File: config.mk
export PLATFORM = sky130hd
export DESIGN_NAME = scan_decoder
export DESIGN_NICKNAME = d
export VERILOG_FILES = /design/src/rtl/scan_decoder.sv
export SDC_FILE = /design/constraint.sdc
export NUM_CORES = 1
export LEC_CHECK = 0
export ABC_AREA = 1
export CAP_MARGIN = 20
export CORE_MARGIN = 10
export CORE_UTILIZATION = 46
export CTS_BUF_LIST = sky130_fd_sc_hd__clkbuf_4
export DETAILED_ROUTE_END_ITERATION = 16
export MAX_ROUTING_LAYER = met4
export PLACE_DENSITY_LB_ADDON = 0.05
export SLEW_MARGIN = 20
export SYNTH_ARGS = -nofsm -noshare
export SYNTH_HDL_FRONTEND = slang
export SYNTH_SLANG_ARGS = --single-unit
File: constraint.sdc
create_clock -name clk -period 1.64 [get_ports clk]
set_input_delay 0.492 -clock clk [delete_from_list [all_inputs] [get_ports clk]]
set_output_delay 0.492 -clock clk [all_outputs]
set_load 0.005 [all_outputs]
File: src/rtl/scan_decoder.sv
// Registered binary-to-one-hot decoder with enable and an auto-scan mode that
// steps the active output with a programmable dwell and wrap point.
// Optional blanking gap before each scan advance: define SCAN_DECODER_BLANK_EN.
module scan_decoder #(
    parameter int SEL_W = 3,
    parameter int DWELL = 4
) (
    input  logic                  clk,
    input  logic                  rst_n,
    input  logic                  en,
    input  logic                  mode,
    input  logic [SEL_W-1:0]      x,
    input  logic                  x_valid,
    input  logic [SEL_W-1:0]      scan_last,
    output logic [2**SEL_W-1:0]   D,
    output logic [SEL_W-1:0]      idx,
    output logic                  step
);

    localparam int OUT_N = 2**SEL_W;
    localparam int CNT_W = (DWELL > 1) ? $clog2(DWELL) : 1;
    localparam logic [CNT_W-1:0] LAST_CNT = CNT_W'(DWELL - 1);

    generate
        if (SEL_W < 1) begin : g_sel_check
            $error("scan_decoder: SEL_W must be >= 1");
        end
        if (DWELL < 1) begin : g_dwell_check
            $error("scan_decoder: DWELL must be >= 1");
        end
`ifdef SCAN_DECODER_BLANK_EN
        if (DWELL < 2) begin : g_blank_check
            $error("scan_decoder: DWELL must be >= 2 when blanking is enabled");
        end
`endif
    endgenerate

    logic [OUT_N-1:0] d_q,    d_d;
    logic [SEL_W-1:0] idx_q,  idx_d;
    logic [CNT_W-1:0] cnt_q,  cnt_d;
    logic             step_q, step_d;

    always_ff @(posedge clk) begin
        if (!rst_n) begin
            d_q    <= '0;
            idx_q  <= '0;
            cnt_q  <= '0;
            step_q <= 1'b0;
        end else begin
            d_q    <= d_d;
            idx_q  <= idx_d;
            cnt_q  <= cnt_d;
            step_q <= step_d;
        end
    end

    // D is decoded from the index being loaded this edge, so it never lags idx.
    always_comb begin
        idx_d  = idx_q;
        cnt_d  = '0;
        step_d = 1'b0;
        d_d    = '0;
        if (en) begin
            if (!mode) begin
                if (x_valid) begin
                    idx_d  = x;
                    step_d = (x != idx_q);
                end
            end else if (cnt_q == LAST_CNT) begin
                // Out-of-range indices wrap to 0 at the advance edge as well.
                idx_d  = (idx_q >= scan_last) ? '0 : idx_q + SEL_W'(1);
                step_d = (idx_d != idx_q);
            end else begin
                cnt_d = cnt_q + CNT_W'(1);
            end
            d_d = OUT_N'(1) << idx_d;
`ifdef SCAN_DECODER_BLANK_EN
            if (mode && cnt_d == LAST_CNT) begin
                d_d = '0;
            end
`endif
        end
    end

    assign D    = d_q;
    assign idx  = idx_q;
    assign step = step_q;

endmodule

==> qor.tcl <==
set qor(placedCellCount) 145
set qor(numCtsBuffers) 3
set qor(cts_hold_repair.buffers) 0
set qor(grt_first_pass_wirelength_um) 3312
set qor(async_reset_ff_frac) 0
set qor(cp_slowest_stage_delay_ns) 0.50
set qor(regToRegSetupSlack_ns) 0.15
set qor(post_drt_via_cell_ratio) 4.886
set qor(worst_hold_path_type) {register to register}
set qor(post-layout-total-power_uw) 727.5
set qor(critPathTopFamily) {buffers and inverters}
set qor(gr-usage-all-layers) 0.1216
set qor(post-route-period-util) 0.9599
set qor(grt_antenna_before_repair) 0
set qor(slowest_stage) {sky130_fd_sc_hd__clkdlybuf4s50_1}
set qor(number_of_vias_after_detailed_routing) 728
set qor(cp.arrival_ns) 1.08
set qor(final_cell_count_no_fill) 149
set qor(crit_fanout) 1
set qor(rsz0062_at_grt) {false}
set qor(post-synth-top-area-cell) {sky130_fd_sc_hd__dfxtp_1}
set qor(end_kind) {output pin}
set qor(detail_route.first_pass.iterations) 4
set qor(path_class) {register to output pin}
set qor(regToRegStartpoint) {idx[0]$_SDFFE_PN0P_}
set qor(outcome) {finished clean}
set qor(io_buffers) 22
set qor(postCtsSetupRepairBufs) 0
set qor(initial_utilization) 0.4815
set qor(finalCriticalPeriod_ns) 1.574
set qor(synth_top_cells_by_count) {sky130_fd_sc_hd__nand2_1 (21), sky130_fd_sc_hd__dfxtp_1 (14), sky130_fd_sc_hd__inv_1 (12), sky130_fd_sc_hd__nor2_1 (12)}
set qor(cts_num_sinks) 14
set qor(clock_edge_transition_at_the_registers_on_the_reported_setup_and_hold_paths_ns) 0.08
set qor(placedInstanceArea_um2) 1032
set qor(die-area_um2) 3538
set qor(drv_cap) 0
set qor(yosysUniqueCellTypes) 18
set qor(clkLatencyLatePin_ns) 0.28
set qor(cts_root_buffer) {sky130_fd_sc_hd__clkbuf_4}
set qor(route.antenna.remaining_nets) 0
set qor(clockBufferDepth) 2
set qor(ios) 23
set qor(final_design_area_no_fill_um2) 1129
set qor(yosysMostFrequentCell) {sky130_fd_sc_hd__nand2_1}
set qor(avgSynthCellArea_um2) 7.391
set qor(coreArea_um2) 1489
set qor(grt_start_max_net_pins) 9
set qor(synth_nets) 113
set qor(cts_tree) {built}
set qor(timing.final.hold_violations) 0
set qor(finalSetupViolations) 0
set qor(nNetsFinal) 150
set qor(die-height_um) 59.48
set qor(fmaxAchievable_mhz) 635.2
set qor(synth_warnings) 0
set qor(synthToLayoutAreaGrowth_pct) 57.42
set qor(initialDrtViolationCount) 11
set qor(ctsHtreeMaxLevel) 1
set qor(min-delay-start) {cnt_q[0]$_SDFF_PP0_}
set qor(final_layout_size_suffix_gt1_frac) 0.2932
set qor(chipWidth_um) 59.48
set qor(post-synth-top-area-fraction) 0.3909
set qor(synth_top_cells_by_area) {sky130_fd_sc_hd__dfxtp_1 (39%), sky130_fd_sc_hd__nand2_1 (11%), sky130_fd_sc_hd__ha_1 (8.7%)}
set qor(post_synth_edffs) 0
set qor(crit_chain) {clkdlybuf4s50_1}
set qor(p_leak_nw) 0.6111
set qor(synthesis.area_um2) 716.9
set qor(normalized_max_slew_margin) 0.8078
set qor(antenna-diode-count) 0
set qor(hpwl_um) 1475
set qor(postSynthCellCount) 97
set qor(fin_skew_ns) 0.007078
set qor(timing.final.max_slew_violations) 0
set qor(max_slew.worst_pin.slew_ns) 0.2853
set qor(startpoint) {D[6]$_SDFF_PN0_}
set qor(drc_errors) 0
set qor(overflow) 0
set qor(worstPathRequired_ns) 1.15
set qor(gpl.final_weighted_congestion) 0.8469
set qor(yosysSeqAreaShare) 0.3909
set qor(grt_pass1_vias) 721
set qor(num_rows) 14
set qor(irDropWorstVdd_mv) 0.6274
set qor(finalWirelength_um) 1888
set qor(setup_tns_ns) 0
set qor(power.density_cell_area_nw_per_um2) 644.6
set qor(detail_route.wl_per_cell_um) 12.67
set qor(ys_seq_elements) 14
set qor(crit_path_start_kind) {register}
set qor(dominantRegCellSynth) {sky130_fd_sc_hd__dfxtp_1}
set qor(crit_path_buf_inv_count) 1
cell usage in the layout, fill, tap and decap left out, drive strengths merged, types with 2 or more instances in the layout:
cell type      count
nand2             28
dfxtp             14
inv               13
nor2              12
clkdlybuf4s50     12
buf               10
o21ai              6
dlymetal6s2s       5
dlygate4sd2        5
ha                 5
nand3              4
a21oi              4
xnor2              3
clkbuf             3
xor2               2
or2                2
nor3               2
power breakdown:
group | total (mW) | internal, mW | switching [mW]
clock network | 0.194 | 0.0881 | 0.106
registers | 0.355 | 0.348 | 0.00616
logic | 0.179 | 0.0888 | 0.0899
total | 0.727 | 0.525 | 0.202
state kept, by name, indices dropped and copies added, names as in the netlist:
register  cells
idx           3
cnt_q         2
D             8
step          1
per-stage QoR:
step	utilization	hold slack, ns	worst slack (ns)
after floorplan	-	0.4059	0.1072
final	0.7580	0.4310	0.06573
after global placement	0.6933	0.4105	-0.4509
after global routing	0.7580	0.4545	0.004510
after detailed placement	0.6933	0.4261	-0.4526
after CTS	0.7462	0.4381	0.01875
repair_timing:
| action | 4_1_cts | 5_1_grt |
|---|---|---|
| gates cloned | 0 | 0 |
| gates resized for setup | 23 | 6 |
| pin swaps | 17 | 0 |
| endpoints found under the hold margin | 0 | 0 |
| endpoints found under the setup margin | 14 | 13 |
routing by layer:
metal | track usage | share of wire
met5 | - | 0
met4 | 0.02951 | 0.0053
met3 | 0.04721 | 0.085
met2 | 0.1842 | 0.46
met1 | 0.1467 | 0.45
worst register-to-register path, delay by kind of cell, from the launching register on:
kind	cells	cell delay [ns]
and+or+nand+nor	8	0.70
DFF	1	0.34
adders and majority gates	1	0.29
buffers and inverters	2	0.12
path summary, 6_finish.rpt:
path                               to  cells past startpoint
hold reg to reg   cnt_q[0]$_SDFF_PP0_                      1
hold / removal    cnt_q[0]$_SDFF_PP0_                      1
setup / recovery                 D[6]                      1
setup reg to reg      D[3]$_SDFF_PP0_                     11
cell families after synthesis:
| kind of cell | synth area share |
|---|---|
| and+or+nand+nor | 0.3229 |
| DFF | 0.3909 |
| buffers and inverters | 0.06805 |
| AOI/OAI and AO/OA | 0.06981 |
| xor gates and xnor gates | 0.06109 |
| adders and majority gates | 0.08726 |
layout make-up:
class	instances	area [um^2]
clock buffers	3	22.52
clock inverters	1	3.754
fillers	115	360.3
inverters	13	48.80
multi-input cells	70	442.9
flip-flops and latches	14	289.0
well taps	16	20.02
repair buffers	32	301.5
Power figures use the tool's default switching activity.
